<file path="config.mk">
export PLATFORM = sky130hd
export DESIGN_NAME = fetch_ctrl
export DESIGN_NICKNAME = d
export VERILOG_FILES = /design/src/rtl/fetch_pkg.sv /design/src/rtl/im_word_sel.sv /design/src/rtl/fetch_ctrl.sv
export SDC_FILE = /design/constraint.sdc
export NUM_CORES = 1
export LEC_CHECK = 0
export CAP_MARGIN = 20
export CELL_PAD_IN_SITES_DETAIL_PLACEMENT = 2
export CELL_PAD_IN_SITES_GLOBAL_PLACEMENT = 2
export CORE_MARGIN = 2
export CORE_UTILIZATION = 28
export CTS_BUF_LIST = sky130_fd_sc_hd__clkbuf_4 sky130_fd_sc_hd__clkbuf_8
export DETAILED_ROUTE_END_ITERATION = 16
export MAX_ROUTING_LAYER = met4
export PLACE_DENSITY_LB_ADDON = 0.1
export SKIP_CTS_REPAIR_TIMING = 1
export SYNTH_ARGS = -nofsm -noshare
export SYNTH_HDL_FRONTEND = slang
export SYNTH_SLANG_ARGS = --single-unit
</file>
<file path="constraint.sdc">
create_clock -name clk -period 6.3 [get_ports clk]
set_input_delay 0.945 -clock clk [delete_from_list [all_inputs] [get_ports clk]]
set_output_delay 0.945 -clock clk [all_outputs]
set_load 0.02 [all_outputs]
</file>
<file path="src/rtl/fetch_pkg.sv">
// Shared types and constants for the instruction fetch sequencer.
package fetch_pkg;

  // Fetch sequencer states.
  typedef enum logic [1:0] {
    S_IDLE  = 2'd0,
    S_FETCH = 2'd1,
    S_HALT  = 2'd2
  } fetch_state_t;

  // Low two bits of a 32-bit (non-compressed) instruction.
  localparam logic [1:0] INSTR_LEN32 = 2'b11;

  // Default geometry: 64-word memory, program ends after 8 zero words.
  localparam int DEF_ADDR_W     = 6;
  localparam int DEF_ZERO_LIMIT = 8;

endpackage

</file>
<file path="src/rtl/im_word_sel.sv">
// Picks the addressed word out of the memory's 64-bit word pair and
// classifies it (compressed / all-zero padding).
module im_word_sel
  import fetch_pkg::*;
(
  input  logic [63:0] IR,
  input  logic        pc_lsb,
  output logic [31:0] word,
  output logic        is_c,
  output logic        is_zero
);

  // Even word lives in the upper half of the pair, odd word in the lower half.
  always_comb begin
    word    = pc_lsb ? IR[31:0] : IR[63:32];
    is_c    = (word[1:0] != INSTR_LEN32);
    is_zero = (word == 32'h0);
  end

endmodule

</file>
<file path="src/rtl/fetch_ctrl.sv">
// Instruction fetch sequencer: owns the word PC, skips zero padding, halts at
// end of program and presents one instruction per cycle to decode.
//
// Output handshake: out_valid/out_instr/out_is_c/out_pc form a registered
// valid/ready stage. A transfer happens on a rising edge where out_valid and
// out_ready are both high. While out_valid=1 and out_ready=0 the payload is
// held stable. out_valid only falls after a transfer, or when a redirect
// discards the held instruction, or on reset.
module fetch_ctrl
  import fetch_pkg::*;
#(
  parameter int ADDR_W     = DEF_ADDR_W,
  parameter int ZERO_LIMIT = DEF_ZERO_LIMIT
) (
  input  logic              clk,
  input  logic              reset,
  input  logic              run,
  output logic [ADDR_W-1:0] PC_Sel,
  input  logic [63:0]       IR,
  input  logic              redirect_valid,
  input  logic [ADDR_W-1:0] redirect_pc,
  output logic              out_valid,
  input  logic              out_ready,
  output logic [31:0]       out_instr,
  output logic              out_is_c,
  output logic [ADDR_W-1:0] out_pc,
  output logic              halted,
  output logic [1:0]        state_dbg
);

  localparam int ZW = $clog2(ZERO_LIMIT + 1);
  localparam logic [ADDR_W-1:0] PC_LAST = '1;
  localparam logic [ADDR_W-1:0] PC_STEP = ADDR_W'(1);
  localparam logic [ZW-1:0]     ZC_LAST = ZW'(ZERO_LIMIT - 1);
  localparam logic [ZW-1:0]     ZC_STEP = ZW'(1);

  fetch_state_t      state, state_nxt;
  logic [ADDR_W-1:0] pc;
  logic [ZW-1:0]     zero_cnt;
  logic [31:0]       word;
  logic              is_c, is_zero;
  logic              adv, end_prog;

  im_word_sel u_word_sel (
    .IR      (IR),
    .pc_lsb  (pc[0]),
    .word    (word),
    .is_c    (is_c),
    .is_zero (is_zero)
  );

  assign PC_Sel    = pc;
  assign state_dbg = state;

  // State register.
  always_ff @(posedge clk or negedge reset) begin
    if (!reset) state <= S_IDLE;
    else        state <= state_nxt;
  end

  // Advance/end-of-program decode and next-state selection; redirect wins.
  always_comb begin
    state_nxt = state;
    adv       = (state == S_FETCH) && run && (!out_valid || out_ready);
    end_prog  = adv && ((pc == PC_LAST) || (is_zero && (zero_cnt == ZC_LAST)));
    if (redirect_valid) begin
      state_nxt = run ? S_FETCH : S_IDLE;
    end else begin
      case (state)
        S_IDLE:  if (run) state_nxt = S_FETCH;
        S_FETCH: begin
          if (end_prog)  state_nxt = S_HALT;
          else if (!run) state_nxt = S_IDLE;
        end
        S_HALT:  state_nxt = S_HALT;
        default: state_nxt = S_IDLE;
      endcase
    end
  end

  // PC, zero-run counter, halt flag and the registered decode-facing payload.
  always_ff @(posedge clk or negedge reset) begin
    if (!reset) begin
      pc        <= '0;
      zero_cnt  <= '0;
      halted    <= 1'b0;
      out_valid <= 1'b0;
      out_instr <= 32'h0;
      out_is_c  <= 1'b0;
      out_pc    <= '0;
    end else if (redirect_valid) begin
      pc        <= redirect_pc;
      zero_cnt  <= '0;
      halted    <= 1'b0;
      out_valid <= 1'b0;
    end else if (adv) begin
      pc <= pc + PC_STEP;
      if (is_zero) begin
        zero_cnt  <= zero_cnt + ZC_STEP;
        out_valid <= 1'b0;
      end else begin
        zero_cnt  <= '0;
        out_valid <= 1'b1;
        out_instr <= is_c ? {16'h0, word[15:0]} : word;
        out_is_c  <= is_c;
        out_pc    <= pc;
      end
      if (end_prog) halted <= 1'b1;
    end else if (out_ready) begin
      out_valid <= 1'b0;
    end
  end

endmodule

</file>
==> results of run 1 <==
[Yosys cell counts (all sizes together)]
cell type	n
dfrtp	53
mux2	53
and3	2
nor4b	1
or4b	1
nor2b	3
nand4	6
nand2	12
a21o	1
ha	2
nor3	3
a211o	1
a31oi	3
a21oi	6
o22a	2
or4	1
nor4	11
and4	1
o211ai	1
nand2b	2
buf	5
o21ai	6
mux2i	17
nor3b	1
a41oi	1
inv	1
and4b	1
a32oi	1
xor2	3
a211oi	1
nand3	5
clkbuf	8
xnor2	2
nand4b	1
a32o	1
nor2	18
[registers in the layout, indices dropped and copies added, names as in the netlist]
signal and cells:
PC_Sel 6, out_pc 6, out_instr 32, halted 1
zero_cnt 4, out_valid 1, state_dbg 2, out_is_c 1
[layout make-up]
cell class,count,area share (%)
multi-input cells,170,33.0
flip-flops and latches,53,31.0
repair buffers,127,29.3
well taps,133,3.88
clock buffers,6,1.93
clock inverters,2,0.876
inverters,1,0.0876
[power groups by stage]
stage | Sequential [W] | Clock [W] | Combinational, W
after floorplan | 0.000512 | 0 | 0.000115
after global placement | 0.000450 | 0 | 0.000390
after detailed placement | 0.000453 | 0 | 0.000396
after CTS | 0.000446 | 0.000260 | 0.000398
after global routing | 0.000455 | 0.000276 | 0.000417
final | 0.000443 | 0.000250 | 0.000392
[path summary, 6_finish.rpt]
kind                                  to  slack [ns]
setup / recovery           out_instr[13]        2.94
hold / removal                 out_pc[5]        0.49
setup reg to reg           out_instr[13]        3.09
hold reg to reg                out_pc[5]        0.49
max in group asynchronous      PC_Sel[0]        5.02
min in group asynchronous  out_instr[31]        0.74
[metrics by stage]
stage	cell area, um^2	cells	hold slack, ns	worst slack (ns)	power, W
after global placement	4170	484	0.467	2.58	0.000840
after CTS	4290	492	0.502	2.89	0.00110
after global routing	4290	492	0.514	2.77	0.00115
after floorplan	2800	237	0.518	3.57	0.000627
final	4290	492	0.490	2.94	0.00108
after detailed placement	4170	484	0.477	2.55	0.000849
[layer usage]
layer	GRT usage, %	vias up
met4	4.25	0
li1	-	1121
met5	-	-
met3	3.45	8
met1	22.4	1191
met2	29.1	66
[cell families after synthesis]
kind of cell | synth area share [%]
multiplexers | 28.6
buffers and inverters | 2.64
flip-flops | 47.4
adder cells (fa/ha/maj) | 0.894
AO/OA/AOI/OAI | 5.94
XOR/XNOR | 1.56
AND/OR/NAND/NOR | 13.0
==> results.yml, run 1 <==
yosys:
  syn_avg_cell_area_um2: 11.8
  syn_inst: 237
  ys_seq_area_share_pct: 47.4
  yosys.area.top_type_share_pct: 47.4
  ys_ff_latch: 53
  synth_area_leader_cell: "dfrtp_1"
  synth.distinct_cells: 41
  mappedNetlistNets: 314
  yosys-top-cells-area: "dfrtp_1, mux2_1, mux2i_1"
  synth_warnings: 0
  synth_area_um2: 2800
power:
  cellLeakagePower_nw: 1.73
  seqPwrFrac_pct: 40.9
  vdd_drop_max_v: 0.000114
  power_per_cell_area_nw_per_um2: 253
  combPwrFrac_pct: 36.1
  switching_share_pct: 31.5
  p_sw_w: 0.000342
  intPower_w: 0.000743
  p_clk_share_pct: 23.0
cells_and_area:
  utilization_pct: 44.1
  regArea_um2: 1330
  n_fill_cell: 1038
  mostFrequentLayoutCell: "clkdlybuf4s50_1"
  multi_input_area_um2: 1410
  diodes: 0
  fin_nets: 435
  drive_gt1_share_pct: 11.1
  layout_common_cells: "clkdlybuf4s50_1, dfrtp_1, mux2_1"
  syn2layout_area_growth_pct: 53.1
drt:
  ant_nets: 0
  first_iter_violations: 39
  post-route-drc-count: 0
  viasPerCell: 4.85
  wl_met2_mm: 4.47
  wirelength_mm: 8.97
  top_layer: "met4"
  dr.pass1.iters: 4
  wl_met3_um: 351
  num_vias: 2386
  wl_per_cell_um: 18.2
  drt-met1-wl_mm: 4.04
clock_tree:
  cts_tree: "done"
  clk_pin_slew_worst_paths_ns: 0.09
  cts_max_path_buffers: 2
  cts-root-buf: "clkbuf_8"
  cts_buffers: 5
  clock_sinks: 53
  insertion_delay_ns: 0.31
  h-tree-depth: 2
global_routing:
  grt_pass1_wl_mm: 14.8
  overflow: 0
  antenna_found_initial: 0
  grt_pass1_vias: 2638
  grt_start_max_net_pins: 54
  track_usage_pct: 17.7
sta:
  slew_headroom_pct: 43.8
  setup_violations: 0
  skew_ns: 0.0126
  worst_pin_slew_ns: 0.840
  fmax_mhz: 298
  final.setup.tns_ns: 0
  period_needed_ns: 3.36
  rsz0062_at_grt: "no"
  finalCritPeriodShare_pct: 53.3
  drv_slew: 0
  hold_viol: 0
floorplanning:
  die_area_um2: 10800
  start_util_pct: 28.8
  die_x_um: 104
  die_h_um: 104
  coreArea_um2: 9730
  ios: 124
  rows: 36
hold_path:
  whs_path_depth: 1
  worstHoldPathType: "reg -> reg"
  hold_path_startpoint: "out_pc[5]"
worst_setup_path:
  path_buf_inv: 2
  startpoint_type: "input port"
  r2r-start: "PC_Sel[0]"
  startpoint: "IR[10]"
  cp_data_arrival_time_ns: 3.55
  cp.depth: 7
  ff2ff_path_depth: 7
  cp.required_ns: 6.49
  slowest_stage: "a21oi_1"
  crit_path_cell_trace: "clkdlybuf4s50_1, nor4b_1, nand4_1, a21oi_1, a211oi_4, buf_4, mux2_1"
  end_kind: "register"
  path_delay_family: "buffers and inverters"
  path_class: "in -> reg"
  cp_max_fo: 39
  slowest_delay_ns: 0.64
status:
  status: "complete, no violations"
job:
  max-cap-violations: 0
placement:
  hpwl_mm: 6.71
  gp_congestion: 0.722
  portBuffers: 123
(Power assumes the default switching activity.)
==> run 2: changes to the inputs <==
--- a/config.mk
+++ b/config.mk
@@ -9,7 +9,7 @@
 export CELL_PAD_IN_SITES_DETAIL_PLACEMENT = 2
 export CELL_PAD_IN_SITES_GLOBAL_PLACEMENT = 2
 export CORE_MARGIN = 2
-export CORE_UTILIZATION = 28
+export CORE_UTILIZATION = 26
 export CTS_BUF_LIST = sky130_fd_sc_hd__clkbuf_4 sky130_fd_sc_hd__clkbuf_8
 export DETAILED_ROUTE_END_ITERATION = 16
 export MAX_ROUTING_LAYER = met4
==> constraint.sdc (replaced) <==
create_clock -name clk -period 3.1 [get_ports clk]
set_input_delay 0.465 -clock clk [delete_from_list [all_inputs] [get_ports clk]]
set_output_delay 0.465 -clock clk [all_outputs]
set_load 0.02 [all_outputs]
==> run 2 against run 1 <==
Core utilization decreased by 2.2 points; critical endpoint is now out_instr[15]; non-clock buffer count grew 7; global-route usage rose by 0.20 points; critical path depth unchanged; die area increased by 7.4%; clock power grew 63%; worst hold slack got worse by 0.35 ns; largest cell class unchanged; sequential share of layout area down 0.38 points; cell count increased by 2.0%; register-to-register slack worse by 2.3 ns; first-iteration DRC count decreased by 2.6%.
==> results.yml, run 2 (synthesis gave the netlist of run 1 again) <==
sta:
  period_needed_ns: 2.53
  slew_headroom_pct: 60.1
  finalCritPeriodShare_pct: 81.5
  final.setup.tns_ns: 0
  worst_pin_slew_ns: 0.593
  rsz0062_at_grt: "no"
  hold_viol: 0
  drv_slew: 0
  skew_ns: 0.0119
  layout_setup_ws_ns: 0.573
  fmax_mhz: 396
  setup_violations: 0
cells_and_area:
  drive_gt1_share_pct: 12.8
  top_register: "out_instr"
  design_area_um2: 4340
  largest_reg_flops: 32
  syn2layout_area_growth_pct: 55.0
  fin_nets: 442
  n_fill_cell: 1106
  diodes: 0
  mostFrequentLayoutCell: "clkdlybuf4s50_1"
  layout_common_cells: "clkdlybuf4s50_1, dfrtp_1, mux2_1"
clock_tree:
  cts-root-buf: "clkbuf_8"
  clk_pin_slew_worst_paths_ns: 0.10
  cts_max_path_buffers: 2
  clock_sinks: 53
  cts_buffers: 5
  insertion_delay_ns: 0.31
  cts_tree: "done"
  h-tree-depth: 2
floorplanning:
  die_h_um: 108
  ios: 124
  coreArea_um2: 10400
  die_x_um: 108
  start_util_pct: 27.0
  die_area_um2: 11600
  rows: 37
power:
  cellLeakagePower_nw: 1.75
  power_per_cell_area_nw_per_um2: 491
  vdd_drop_max_v: 0.000242
hold_path:
  worstHoldPathType: "in -> async"
drt:
  first_iter_violations: 38
  wl_per_cell_um: 19.7
  post-route-drc-count: 0
  wirelength_mm: 9.89
  ant_nets: 0
  dr.pass1.iters: 4
  viasPerCell: 4.83
  num_vias: 2427
worst_setup_path:
  cp.required_ns: 3.29
  path_class: "in -> reg"
  cp_data_arrival_time_ns: 2.72
  cp_max_fo: 23
  startpoint_type: "input port"
  end_kind: "register"
  ff2ff_path_depth: 8
placement:
  gp_congestion: 0.751
  dp_slack_ns: 0.289
  hpwl_mm: 7.80
  portBuffers: 123
  placed_cell_area_um2: 4250
global_routing:
  track_usage_pct: 17.9
  grt_start_max_net_pins: 31
  grt_pass1_wl_mm: 15.5
  overflow: 0
  grt_pass1_vias: 2713
  antenna_found_initial: 0
job:
  max-cap-violations: 0
status:
  status: "complete, no violations"
-- run 2: changes by cell type in the layout (fill, tap and decap cells not counted) --
cell / before / now
bufinv_16: 1 / 0
buf_12: 0 / 2
clkinvlp_4: 1 / 2
buf_4: 4 / 9
clkbuf_8: 6 / 5
clkbuf_4: 0 / 1
-- run 2: power by group --
| group | internal [W] | switching (W) | total, W | leakage, nW |
|---|---|---|---|---|
| sequential | 0.000813 | 0.0000801 | 0.000893 | 0.668 |
| combinational | 0.000443 | 0.000386 | 0.000829 | 1.04 |
| clock | 0.000169 | 0.000240 | 0.000408 | 0.0408 |
| total | 0.00142 | 0.000705 | 0.00213 | 1.75 |
-- run 2: metrics by stage --
step / power [W] / std cells / utilization [%] / hold WS [ns]
3_3_place_gp: 0.00172 / 494 / 41.0 / 0.467
4_1_cts: 0.00218 / 502 / 41.8 / 0.135
6_report: 0.00213 / 502 / 41.8 / 0.136
2_1_floorplan: 0.00127 / 237 / - / 0.169
5_1_grt: 0.00225 / 502 / 41.8 / 0.159
3_5_place_dp: 0.00175 / 494 / 41.0 / 0.478
-- run 2: per-layer routing --
metal  wire (um)  up-vias  track usage (%)
li1            -     1130                -
met1        4530     1226             23.4
met2        4860       69             29.5
met3         459        2             3.03
met4          44        0             3.30
met5           0        -                -
-- run 2: worst paths after layout --
kind	start	end	slack, ns
max	IR[27]	out_instr[15]	0.57
min	reset	out_is_c	0.14
max reg2reg	PC_Sel[0]	out_instr[15]	0.74
min reg2reg	out_instr[5]	out_instr[5]	0.50
max in group asynchronous	reset	out_instr[6]	2.11
min in group clk	out_instr[5]	out_instr[5]	0.50
-- run 2: worst max-delay path, stage by stage --
cell and delay [ns]:
clkdlybuf4s50_1 0.43, nor4_1 0.57, nand4_1 0.27, a21oi_4 0.32, a211oi_4 0.13, buf_12 0.19
mux2_1 0.33
-- run 2: final cells by class --
| type | instances | area (um^2) | area share (%) |
|---|---|---|---|
| repair buffers | 134 | 1330 | 30.7 |
| multi-input cells | 170 | 1410 | 32.6 |
| well taps | 136 | 170 | 3.92 |
| flip-flops and latches | 53 | 1330 | 30.6 |
| inverters | 1 | 3.75 | 0.0865 |
| clock buffers | 6 | 76.3 | 1.76 |
| clock inverters | 2 | 15.0 | 0.346 |
==> run 3: changes to the inputs <==
--- a/config.mk
+++ b/config.mk
@@ -9,7 +9,7 @@
 export CELL_PAD_IN_SITES_DETAIL_PLACEMENT = 2
 export CELL_PAD_IN_SITES_GLOBAL_PLACEMENT = 2
 export CORE_MARGIN = 2
-export CORE_UTILIZATION = 26
+export CORE_UTILIZATION = 24
 export CTS_BUF_LIST = sky130_fd_sc_hd__clkbuf_4 sky130_fd_sc_hd__clkbuf_8
 export DETAILED_ROUTE_END_ITERATION = 16
 export MAX_ROUTING_LAYER = met4
==> constraint.sdc (replaced) <==
create_clock -name clk -period 2.1 [get_ports clk]
set_input_delay 0.315 -clock clk [delete_from_list [all_inputs] [get_ports clk]]
set_output_delay 0.315 -clock clk [all_outputs]
set_load 0.02 [all_outputs]
==> run 3 against run 2 <==
Largest cell class is now buffers; the flow now finishes with violations (setup timing); die area rose by 8.0%; clock power rose by 77%; final area rose by 10%; critical path type is now reg -> reg; sequential share of layout area fell by 2.8 points; register-to-register slack got worse by 0.90 ns; global-route usage fell by 1.0 points; first-iteration DRC count rose by 63%; highest routed layer unchanged; non-clock buffer count rose by 30; core utilization barely moved; worst hold slack improved by 0.33 ns; sequential cell count did not move.
==> results.yml, run 3 (synthesis gave the netlist of run 1 again) <==
status:
  status: "finished, violations left"
  violations: "setup timing"
global_routing:
  grtUsageMet2_pct: 27.6
  grt_start_max_net_pins: 37
  track_usage_pct: 16.8
  busiest_layer: "met2"
  grt_pass1_vias: 2793
  grtUsageMet1_pct: 21.8
  antenna_found_initial: 0
  met3_usage_pct: 3.40
  overflow: 0
  grt_pass1_wl_mm: 16.0
power:
  vdd_drop_max_v: 0.000279
  cellLeakagePower_nw: 2.00
  power_w: 0.00344
  power_per_cell_area_nw_per_um2: 721
drt:
  viasPerCell: 4.67
  ant_nets: 0
  first_iter_violations: 62
  wirelength_mm: 10.3
  num_vias: 2518
  post-route-drc-count: 0
  dr.pass1.iters: 4
  wl_per_cell_um: 19.1
cells_and_area:
  syn2layout_area_growth_pct: 70.6
  layout_common_cells: "clkdlybuf4s50_1, dfrtp_1, mux2_4"
  drive_gt1_share_pct: 26.5
  fin_nets: 472
  top_register: "out_instr"
  largest_reg_flops: 32
  design_area_um2: 4780
  n_fill_cell: 1222
  utilization_pct: 41.8
  regArea_um2: 1330
  multi_input_area_um2: 1540
  mostFrequentLayoutCell: "clkdlybuf4s50_1"
  diodes: 0
worst_setup_path:
  end_kind: "register"
  startpoint: "PC_Sel[0]"
  critical_path.most_common_cell: "buf_6"
  cp.required_ns: 2.30
  cp_data_arrival_time_ns: 2.46
  startpoint_type: "register"
  slowest_stage: "dfrtp_2"
  r2r-start: "PC_Sel[0]"
  crit_path_cell_trace: "buf_6, or4_1, o22a_1, a21oi_4, a211oi_4, buf_6, buf_12, mux2_4"
  cp_max_fo: 12
  slowest_delay_ns: 0.49
  path_class: "reg -> reg"
sta:
  worst_pin_slew_ns: 0.474
  drv_slew: 0
  fmax_mhz: 443
  setup_violations: 40
  rsz0062_at_grt: "yes"
  hold_viol: 0
  finalCritPeriodShare_pct: 107
  slew_headroom_pct: 68.4
  period_needed_ns: 2.26
  skew_ns: 0.0136
  layout_setup_ws_ns: -0.155
floorplanning:
  coreArea_um2: 11400
  rows: 39
  ios: 124
  die_area_um2: 12500
  die_h_um: 112
  start_util_pct: 24.5
  die_x_um: 112
hold_path:
  worstHoldPathType: "in -> async"
clock_tree:
  cts-root-buf: "clkbuf_8"
  cts_max_path_buffers: 2
  clk_pin_slew_worst_paths_ns: 0.11
  insertion_delay_ns: 0.32
  clock_sinks: 53
  cts_tree: "done"
  cts_buffers: 5
  h-tree-depth: 2
placement:
  gp_congestion: 0.782
  dp_slack_ns: -0.555
  hpwl_mm: 7.92
  portBuffers: 123
  placed_cell_area_um2: 4480
job:
  max-cap-violations: 0
[run 3: cell count changes in the layout (fill, tap and decap cells not counted), sizes merged]
cell / change
buf: +28
bufinv: +1
clkinv: +1
clkinvlp: -2
dlygate4sd3: +1
inv: +1
[run 3: path summary, 6_finish.rpt]
check / endpoint / slack [ns] / cells past startpoint
max: out_instr[21] / -0.16 / 8
max reg2reg: out_instr[21] / -0.16 / 8
min reg2reg: out_instr[18] / 0.49 / 1
min: out_instr[19] / 0.47 / 2
min in group clk: out_instr[18] / 0.49 / 1
max in group asynchronous: out_instr[7] / 1.06 / 3
[run 3: cell type report]
cell class              instances  share of cell area [%]
clock inverters                 3                   0.917
well taps                     143                    3.75
clock buffers                   5                    1.44
repair buffers                164                    33.8
multi-input cells             170                    32.2
flip-flops and latches         53                    27.8
inverters                       1                  0.0786
[run 3: power breakdown]
group	total, W	switching [W]	leakage (nW)	internal (W)
logic	0.00140	0.000601	1.28	0.000795
clock network	0.000724	0.000366	0.0585	0.000358
registers	0.00132	0.000122	0.668	0.00120
[run 3: stage by stage]
stage	std cells	TNS, ns	hold WS [ns]
6_report	539	-5.49	0.468
5_1_grt	539	-8.16	0.494
4_1_cts	535	-9.37	-0.0596
3_5_place_dp	527	-23.69	0.301
3_3_place_gp	527	-18.74	0.295
2_1_floorplan	237	-0.000338	0.0194
[run 3: worst max-delay path, delay by kind of cell (launching register included)]
kind / cells / cell delay [ns]
muxes: 1 / 0.30
DFF: 1 / 0.49
and+or+nand+nor: 1 / 0.39
buffers and inverters: 3 / 0.43
AOI/OAI and AO/OA: 3 / 0.52
[run 3: layer usage]
layer / up-vias / wire length, um
li1: 1191 / -
met1: 1252 / 4820
met2: 69 / 4960
met3: 6 / 413
met4: 0 / 84
met5: - / 0
